`src/rtl/sipo_pkg.sv`:
```
// sipo_pkg: shared definitions for the serial-in parallel-out receiver.
//   state_t    - receiver FSM states (IDLE/RECV/HOLD)
//   DEFAULT_*  - default word width and bit-counter width
//   frame_len  - strobes per frame: WIDTH, or WIDTH+1 with trailing parity
// Optional feature macro: SIPO_PARITY_EN (adds an even-parity bit per frame).
package sipo_pkg;

    typedef enum logic [1:0] {
        IDLE = 2'd0,
        RECV = 2'd1,
        HOLD = 2'd2
    } state_t;

    localparam int unsigned DEFAULT_WIDTH = 4;
    localparam int unsigned DEFAULT_CNT_W = 5;

    function automatic int unsigned frame_len(input int unsigned width);
`ifdef SIPO_PARITY_EN
        return width + 1;
`else
        return width;
`endif
    endfunction

endpackage

```
`src/rtl/sipo_receiver_if.sv`:
```
// sipo_receiver_if: link-side strobes and downstream word handshake.
//   start_c, shift_c, serial_in - serial link strobes and data bit
//   data_ready                  - downstream accepts data_out
//   data_out, data_valid        - reassembled word and its valid flag
//   busy, overrun               - frame in progress / sticky lost-frame flag
//   parity_err                  - only with SIPO_PARITY_EN
// Modports: master = link + downstream side, slave = receiver.
interface sipo_receiver_if
    import sipo_pkg::*;
#(
    parameter int unsigned WIDTH = DEFAULT_WIDTH
);
    logic             start_c;
    logic             shift_c;
    logic             serial_in;
    logic             data_ready;
    logic [WIDTH-1:0] data_out;
    logic             data_valid;
    logic             busy;
    logic             overrun;
`ifdef SIPO_PARITY_EN
    logic             parity_err;
`endif

    modport master (
        output start_c, shift_c, serial_in, data_ready,
`ifdef SIPO_PARITY_EN
        input  parity_err,
`endif
        input  data_out, data_valid, busy, overrun
    );

    modport slave (
        input  start_c, shift_c, serial_in, data_ready,
`ifdef SIPO_PARITY_EN
        output parity_err,
`endif
        output data_out, data_valid, busy, overrun
    );

endinterface

```
`src/rtl/sipo_bit_counter.sv`:
```
// sipo_bit_counter: counts sampled bits within a frame.
//   clk, rst_n - clock, async active-low reset
//   load_i     - frame start: count becomes 1
//   inc_i      - next bit: count + 1, saturating
//   done_o     - the bit sampled on this edge completes the frame
module sipo_bit_counter
    import sipo_pkg::*;
#(
    parameter int unsigned CNT_W     = DEFAULT_CNT_W,
    parameter int unsigned FRAME_LEN = DEFAULT_WIDTH
) (
    input  logic clk,
    input  logic rst_n,
    input  logic load_i,
    input  logic inc_i,
    output logic done_o
);

    logic [CNT_W-1:0] count_q;
    logic [CNT_W-1:0] count_d;

    always_comb begin
        count_d = count_q;
        if (load_i) begin
            count_d = CNT_W'(1);
        end else if (inc_i && (count_q != '1)) begin
            count_d = count_q + CNT_W'(1);
        end
    end

    always_ff @(posedge clk or negedge rst_n) begin
        if (!rst_n) begin
            count_q <= '0;
        end else begin
            count_q <= count_d;
        end
    end

    // Looks at the value being stored so the parent can capture the word
    // on the same edge that samples the final bit.
    assign done_o = (load_i || inc_i) && (count_d == CNT_W'(FRAME_LEN));

endmodule

```
`src/rtl/sipo_receiver.sv`:
```
// sipo_receiver: rebuilds WIDTH-bit words (MSB first) from a serial link and
// presents them with a valid/ready handshake.
//   clk, rst_n - clock, async active-low reset
//   bus        - sipo_receiver_if.slave (strobes, serial_in, data_ready in;
//                data_out, data_valid, busy, overrun [, parity_err] out)
// Optional feature macro: SIPO_PARITY_EN - frame carries a trailing even
// parity bit; parity_err is registered alongside data_out.
module sipo_receiver
    import sipo_pkg::*;
#(
    parameter int unsigned WIDTH = DEFAULT_WIDTH,
    parameter int unsigned CNT_W = DEFAULT_CNT_W
) (
    input  logic                 clk,
    input  logic                 rst_n,
    sipo_receiver_if.slave       bus
);

    localparam int unsigned FRAME_LEN = frame_len(WIDTH);

    state_t           state_q, state_d;
    logic [WIDTH-1:0] sreg_q, sreg_d;
    logic [WIDTH-1:0] dout_q, dout_d;
    logic             overrun_q, overrun_d;
`ifdef SIPO_PARITY_EN
    logic             perr_q, perr_d;
`endif

    logic accept_start;
    logic shift_ok;
    logic sample;
    logic done;

    // A start in HOLD only counts when the held word is consumed that cycle.
    assign accept_start = bus.start_c && ((state_q != HOLD) || bus.data_ready);
    assign shift_ok     = bus.shift_c && !bus.start_c && (state_q == RECV);
    assign sample       = accept_start || shift_ok;

    sipo_bit_counter #(
        .CNT_W     (CNT_W),
        .FRAME_LEN (FRAME_LEN)
    ) u_bit_counter (
        .clk    (clk),
        .rst_n  (rst_n),
        .load_i (accept_start),
        .inc_i  (shift_ok),
        .done_o (done)
    );

    always_comb begin
        state_d   = state_q;
        sreg_d    = sreg_q;
        dout_d    = dout_q;
        overrun_d = overrun_q;
`ifdef SIPO_PARITY_EN
        perr_d    = perr_q;
`endif

        case (state_q)
            IDLE: begin
                if (accept_start) state_d = RECV;
            end
            RECV: begin
                state_d = RECV;
            end
            HOLD: begin
                if (bus.data_ready) begin
                    state_d = accept_start ? RECV : IDLE;
                end else if (bus.start_c) begin
                    overrun_d = 1'b1;
                end
            end
            default: state_d = IDLE;
        endcase

        if (sample) begin
`ifdef SIPO_PARITY_EN
            // The parity bit is not shifted in; the data bits are already
            // complete in sreg when it arrives.
            if (done) begin
                state_d = HOLD;
                dout_d  = sreg_q;
                perr_d  = ^{sreg_q, bus.serial_in};
            end else begin
                sreg_d = WIDTH'({sreg_q, bus.serial_in});
            end
`else
            sreg_d = WIDTH'({sreg_q, bus.serial_in});
            if (done) begin
                state_d = HOLD;
                dout_d  = WIDTH'({sreg_q, bus.serial_in});
            end
`endif
        end
    end

    always_ff @(posedge clk or negedge rst_n) begin
        if (!rst_n) begin
            state_q   <= IDLE;
            sreg_q    <= '0;
            dout_q    <= '0;
            overrun_q <= 1'b0;
`ifdef SIPO_PARITY_EN
            perr_q    <= 1'b0;
`endif
        end else begin
            state_q   <= state_d;
            sreg_q    <= sreg_d;
            dout_q    <= dout_d;
            overrun_q <= overrun_d;
`ifdef SIPO_PARITY_EN
            perr_q    <= perr_d;
`endif
        end
    end

    assign bus.data_out   = dout_q;
    assign bus.data_valid = (state_q == HOLD);
    assign bus.busy       = (state_q == RECV);
    assign bus.overrun    = overrun_q;
`ifdef SIPO_PARITY_EN
    assign bus.parity_err = perr_q;
`endif

endmodule

```
`src/flat_wrapper.sv`:
```
// flat-port wrapper written by rule: the top's interface ports become plain ports
module sipo_receiver_flat import sipo_pkg::*;
#(
    parameter int unsigned WIDTH = DEFAULT_WIDTH,
    parameter int unsigned CNT_W = DEFAULT_CNT_W
)
  (clk, rst_n, bus_start_c, bus_shift_c, bus_serial_in, bus_data_ready, bus_data_out, bus_data_valid, bus_busy, bus_overrun);
  sipo_receiver_if #(.WIDTH(WIDTH)) bus_i ();
  input  logic clk;
  input  logic rst_n;
  input wire logic [$bits(bus_i.start_c)-1:0] bus_start_c;
  input wire logic [$bits(bus_i.shift_c)-1:0] bus_shift_c;
  input wire logic [$bits(bus_i.serial_in)-1:0] bus_serial_in;
  input wire logic [$bits(bus_i.data_ready)-1:0] bus_data_ready;
  output wire logic [$bits(bus_i.data_out)-1:0] bus_data_out;
  output wire logic [$bits(bus_i.data_valid)-1:0] bus_data_valid;
  output wire logic [$bits(bus_i.busy)-1:0] bus_busy;
  output wire logic [$bits(bus_i.overrun)-1:0] bus_overrun;
  assign bus_i.start_c = bus_start_c;
  assign bus_i.shift_c = bus_shift_c;
  assign bus_i.serial_in = bus_serial_in;
  assign bus_i.data_ready = bus_data_ready;
  assign bus_data_out = bus_i.data_out;
  assign bus_data_valid = bus_i.data_valid;
  assign bus_busy = bus_i.busy;
  assign bus_overrun = bus_i.overrun;
  sipo_receiver #(.WIDTH(WIDTH), .CNT_W(CNT_W)) u_core (.clk(clk), .rst_n(rst_n), .bus(bus_i));
endmodule
```
`config.mk`:
```
export PLATFORM = sky130hd
export DESIGN_NAME = sipo_receiver_flat
export DESIGN_NICKNAME = d
export VERILOG_FILES = /design/src/rtl/sipo_pkg.sv /design/src/rtl/sipo_receiver_if.sv /design/src/rtl/sipo_bit_counter.sv /design/src/rtl/sipo_receiver.sv /design/src/flat_wrapper.sv
export SDC_FILE = /design/constraint.sdc
export NUM_CORES = 1
export LEC_CHECK = 0
export CAP_MARGIN = 20
export CORE_MARGIN = 1
export CORE_UTILIZATION = 42
export CTS_BUF_LIST = sky130_fd_sc_hd__clkbuf_8
export DETAILED_ROUTE_END_ITERATION = 8
export GPL_TIMING_DRIVEN = 0
export HOLD_SLACK_MARGIN = 0.02
export PLACE_DENSITY = 0.76
export SLEW_MARGIN = 20
export SYNTH_ARGS = -nofsm -noshare
export SYNTH_HDL_FRONTEND = slang
export SYNTH_SLANG_ARGS = --single-unit
```
`constraint.sdc`:
```
create_clock -name clk -period 5.19 [get_ports clk]
set_input_delay 0.519 -clock clk [delete_from_list [all_inputs] [get_ports clk]]
set_output_delay 0.519 -clock clk [all_outputs]
set_load 0.01 [all_outputs]
```
* Word-level counts from Yosys, hierarchy flattened
Cells that the tools add are included.
Storage, ports and cells: input port bits 6, flip-flop bits (word level) 15, output and inout bits 7
Cells by class: muxes and demuxes 8, bitwise gates (word level) 1, add/subtract/negate cells 1, reductions and logical operators 11, equality and inequality tests 5
Operator list (count):
- 5-bit 2-to-1 mux | 2
- 2-bit 2-to-1 mux | 4
- 2-bit case mux with 3 select lines | 1
- 5-bit by 1-bit adder with 5-bit output (second input constant) | 1
- 5-bit by 3-bit equality test with 1-bit output (second input constant) | 1
- 1-bit logical AND | 5
- 5-bit != test (second input constant) | 1
- 3-bit AND reduction | 1
- 2-bit by 1-bit equality test with 1-bit output (second input constant) | 1
- 2-bit equality test (second input constant) | 1
- 2-bit logical NOT | 1
- 1-bit logical OR | 2
- 2-bit != test (second input constant) | 1
- 2-bit AND reduction | 1
- 1-bit logical NOT | 1
- 1-bit 2-to-1 mux | 1
- 1-bit inverter | 1

* Depth between registers and ports, before layout
depth in word-level cells 10, gate-level depth with buffers 8, depth with buffers taken out 8

* Hierarchy
From an unflattened synthesis, not the netlist that was laid out.
Second synthesis, totals: cell total of the unflattened synthesis 70, area total of the unflattened synthesis 805.8 µm²
Modules (own cells, without submodules):
- sipo_receiver | times used 1, cells each 40, area an instance 501.7 µm²
- sipo_bit_counter | times used 1, cells each 30, area an instance 304.0 µm²

* Least setup slack after synthesis
OpenSTA, ideal clock, no wires.
path type reg-to-reg, start register u_core.u_bit_counter.count_q[0], end register u_core.dout_q[0] (netlist: u_core.bus.data_out[0]), required time 5.065 ns, arrival time 2.033 ns, slack 3.033 ns, setup time 0.125 ns, stages on the path, launching flop included 8, period minus slack after synthesis 2.157 ns, cell sequence dfrtp_1 ha_1 and3_1 ha_1 nor2_4 and4b_4 o311ai_4 mux2_2
Between the ends: longest elaborated chain between the ends 7, elaborated cells on any way between the ends 8, those cells by class add/sub: 1; eq/ne: 2; mux: 2; reduce/logical: 3
RTL lines:
- start, declared | line sipo_bit_counter.sv:19 | logic [CNT_W-1:0] count_q;
- start signal, assigned | line sipo_bit_counter.sv:35 | count_q <= count_d;
- parallel branches: the longest is 2 deep, another holds 5-bit by 1-bit adder with 5-bit output
- 5-bit 2-to-1 mux * | line sipo_bit_counter.sv:26 | end else if (inc_i && (count_q != '1)) begin
- 5-bit 2-to-1 mux * | line sipo_bit_counter.sv:24 | if (load_i) begin
- 5-bit by 3-bit equality test with 1-bit output * | line sipo_bit_counter.sv:41 | assign done_o = (load_i || inc_i) && (count_d == CNT_W'(FRAME_LEN));
- 1-bit logical AND * | line sipo_bit_counter.sv:41
- 2-bit AND reduction (no line) *
- end signal, assigned | line sipo_receiver.sv:109 | dout_q <= dout_d;
- end, declared | line sipo_receiver.sv:23 | logic [WIDTH-1:0] dout_q, dout_d;
Every way passes the cells marked *. A chain may end at the register's enable or synchronous reset.

* Final worst setup path
start register u_core.u_bit_counter.count_q[0], end register u_core.dout_q[1] (netlist: u_core.bus.data_out[1])
Same word-level chain as after synthesis.

==> impl_metrics.yaml <==
routing:
  drt_wl_total_mm: 1.366
  drt-initial-drc-count: 5
  route.detailed.drc: 0
  via_per_inst: 5.010
  first_pass_iters: 2
  drt-wirelength-per-cell_um: 13.26
  detail-route-antenna-nets: 0
  num_vias: 516
clock_network:
  cts_tree: "yes"
  cts_buffers: 3
  path_clk_slew_ns: 0.06
  cts_sinks: 15
  postCtsSetupBuffers: 0
  clockBufferDepth: 2
  htreeDepth: 1
  postCtsResizedCells: 0
  ctsHoldBuffers: 0
  root_buffer: "clkbuf_8"
  worstSkewPairLatency_ns: 0.25
status:
  outcome: "complete, no violations"
pwr:
  p_leak_uw: 0.0004069
  p_seq_share_pct: 50.9
  ir_worst_vdd_uv: 189.9
  powerDensity_nw_per_um2: 269.2
  intPower_uw: 196.4
  p_switching_uw: 58.91
  power_frac_clock_pct: 35.6
  switching_share_pct: 23.08
  combPwrFrac_pct: 13.5
critical_path:
  worstPathMaxFanout: 7
  end_kind: "flop"
  crit_arrival_ns: 2.54
  reg2reg_slack_ns: 2.78
  critPathMaxStageDelay_ns: 0.45
  cp_data_required_time_ns: 5.32
  crit_type: "flop to flop"
  critPathLaunchType: "flop"
  cp_slowest_cell: "o311ai_4"
  path_cells: "ha_1 > and3_1 > ha_1 > nor2_4 > and4b_4 > o311ai_4 > mux2_2"
  cpMostUsedCell: "ha_1"
logic_synthesis:
  synth_top_area_cell: "dfrtp_1"
  syn_nets: 71
  synth_area_leaders: "dfrtp_1, mux2_2, nand4bb_4"
  ys_async_sr_fraction_pct: 100.0
  yosysSeqAreaShare_pct: 49.83
  synthCells: 63
  yosysTopAreaCellShare_pct: 49.83
  yosys-top-cells-count: "dfrtp_1, mux2_2, nor2_1, a21oi_1, o21ai_0"
  yosys_register_bits: 15
  synth.distinct_cells: 23
  synth.most_common_cell: "dfrtp_1"
  syn_area_um2: 753.2
  yosysWarnings: 0
  synth-edff-count: 0
  syn_area_per_cell_um2: 11.96
  synth-main-ff-cell: "dfrtp_1"
die:
  dieArea_um2: 1967
  core_um2: 1594
  ioPinCount: 13
  start_util_pct: 47.25
  die_y_um: 44.35
  num_rows: 14
  die_w_um: 44.35
global_routing:
  grt_max_degree: 16
  grt_usage_pct: 16.85
  grt_pass1_wl_mm: 2.228
  antenna_found_initial: 0
  grt_overflow_total: 0
  grt_pass1_vias: 496
sta:
  fmax_mhz: 415.1
  slew_viol_final: 0
  max_slew_margin_pct: 55.00
  worstMarginPinSlew_ns: 0.6730
  fin_hold_ws_ns: 0.4585
  finClkSkew_ns: 0.003410
  setup_viol: 0
  rsz0062_at_grt: "false"
  tns_ns: 0
  fin_crit_sh_pct: 46.42
  fin_crit_ns: 2.409
  finalHoldViolations: 0
place:
  io_buffers: 12
  place.gp.congestion: 0.7002
  dp_hpwl_mm: 1.043
  placed_cell_area_um2: 903.4
finish:
  antenna_cells: 0
  area_delta_synth_final_pct: 25.91
  n_fill_cell: 130
  finish.net_count: 88
  layout-drive-gt1-share_pct: 18.99
  fin_area_um2: 948.4
worst_hold_path:
  hp-class: "flop to flop"
job:
  cap_violations: 0
-- through the flow --
step | power [uW] | util (%) | cells | setup slack [ns]
2_1_floorplan | 149.1 | - | 63 | 3.033
4_1_cts | 259.1 | 59.50 | 103 | 2.770
3_5_place_dp | 166.9 | 56.67 | 99 | 2.623
6_report | 255.3 | 59.50 | 103 | 2.781
3_3_place_gp | 165.7 | 56.67 | 99 | 2.673
5_1_grt | 270.2 | 59.50 | 103 | 2.630
-- kinds of logic (layout without fill, tap and decap cells) --
logic type	count (synthesis)	in the layout	share of synthesized area, %
AOI/OAI and AO/OA	11	11	11.30
xor gates and xnor gates	3	3	3.489
adders and majority gates	2	2	3.322
buffers and inverters	2	18	0.9970
DFF	15	15	49.83
muxes	7	7	10.47
and+or+nand+nor	23	23	20.60
-- flip-flops by register name, summed over array words and instances, names as in the netlist --
register                      cells
u_core.sreg_q                     3
u_core.u_bit_counter.count_q      5
u_core.state_q                    2
u_core.bus.data_out               4
u_core.bus.overrun                1
-- area by class of cell --
class / count / area, um^2 / share of cell area (%)
sequential: 15 / 375.4 / 39.58
multi-input combinational: 46 / 370.4 / 39.05
timing repair buffer: 12 / 120.1 / 12.66
clock buffer: 3 / 41.29 / 4.354
tap: 24 / 30.03 / 3.166
inverter: 2 / 7.507 / 0.7916
clock inverter: 1 / 3.754 / 0.3958
-- power by group through the flow --
| stage | Combinational, uW | Sequential [uW] | Clock, uW |
|---|---|---|---|
| 4_1_cts | 34.8 | 130 | 94.1 |
| 2_1_floorplan | 16.4 | 133 | 0 |
| 6_report | 34.4 | 130 | 90.9 |
| 5_1_grt | 38.2 | 131 | 101 |
| 3_5_place_dp | 34.6 | 132 | 0 |
| 3_3_place_gp | 33.8 | 132 | 0 |
-- layer usage --
metal | global-route usage (%) | routed length, um | up-vias | part of all wire, %
met3 | 7.347 | 55 | 4 | 4.0
met4 | 9.091 | 25 | 0 | 1.8
li1 | - | - | 257 | -
met2 | 25.29 | 631 | 8 | 46
met5 | 0 | 0 | - | 0
met1 | 20.37 | 655 | 247 | 48
-- worst max-delay path: cells and delay by family (launching register included) --
kind                       cells  cell delay [ns]
adders and majority gates      2             0.53
AOI/OAI and AO/OA              1             0.45
muxes                          1             0.39
DFF                            1             0.44
and+or+nand+nor                3             0.49
-- worst paths after layout --
check,from,to,cells after the start
setup / recovery,u_core.u_bit_counter.count_q[0]$_DFF_PN0_,u_core.bus.data_out[1]$_DFFE_PN0P_,7
hold / removal,u_core.bus.overrun$_DFFE_PN0P_,u_core.bus.overrun$_DFFE_PN0P_,1
setup reg to reg,u_core.u_bit_counter.count_q[0]$_DFF_PN0_,u_core.bus.data_out[1]$_DFFE_PN0P_,7
hold reg to reg,u_core.bus.overrun$_DFFE_PN0P_,u_core.bus.overrun$_DFFE_PN0P_,1
max in group asynchronous,rst_n,u_core.u_bit_counter.count_q[0]$_DFF_PN0_,1
min in group asynchronous,rst_n,u_core.bus.data_out[2]$_DFFE_PN0P_,1
-- layout by cell type, fill, tap and decap left out --
cell type	instances
xnor2_1	2
clkdlybuf4s50_1	12
nand3_1	1
a21oi_1	4
o221a_2	1
and3_1	1
nor2_4	1
nor2_1	6
nand2_1	3
clkbuf_8	3
ha_1	2
nor3_1	3
and4b_4	1
mux2_2	7
nor3b_1	1
and4b_1	1
xor2_1	1
o21ai_0	4
nor2b_1	2
dfrtp_1	15
nand2b_1	2
o311ai_4	1
inv_1	3
a21o_1	1
nand4bb_4	1
Power figures use the tool's default switching activity.
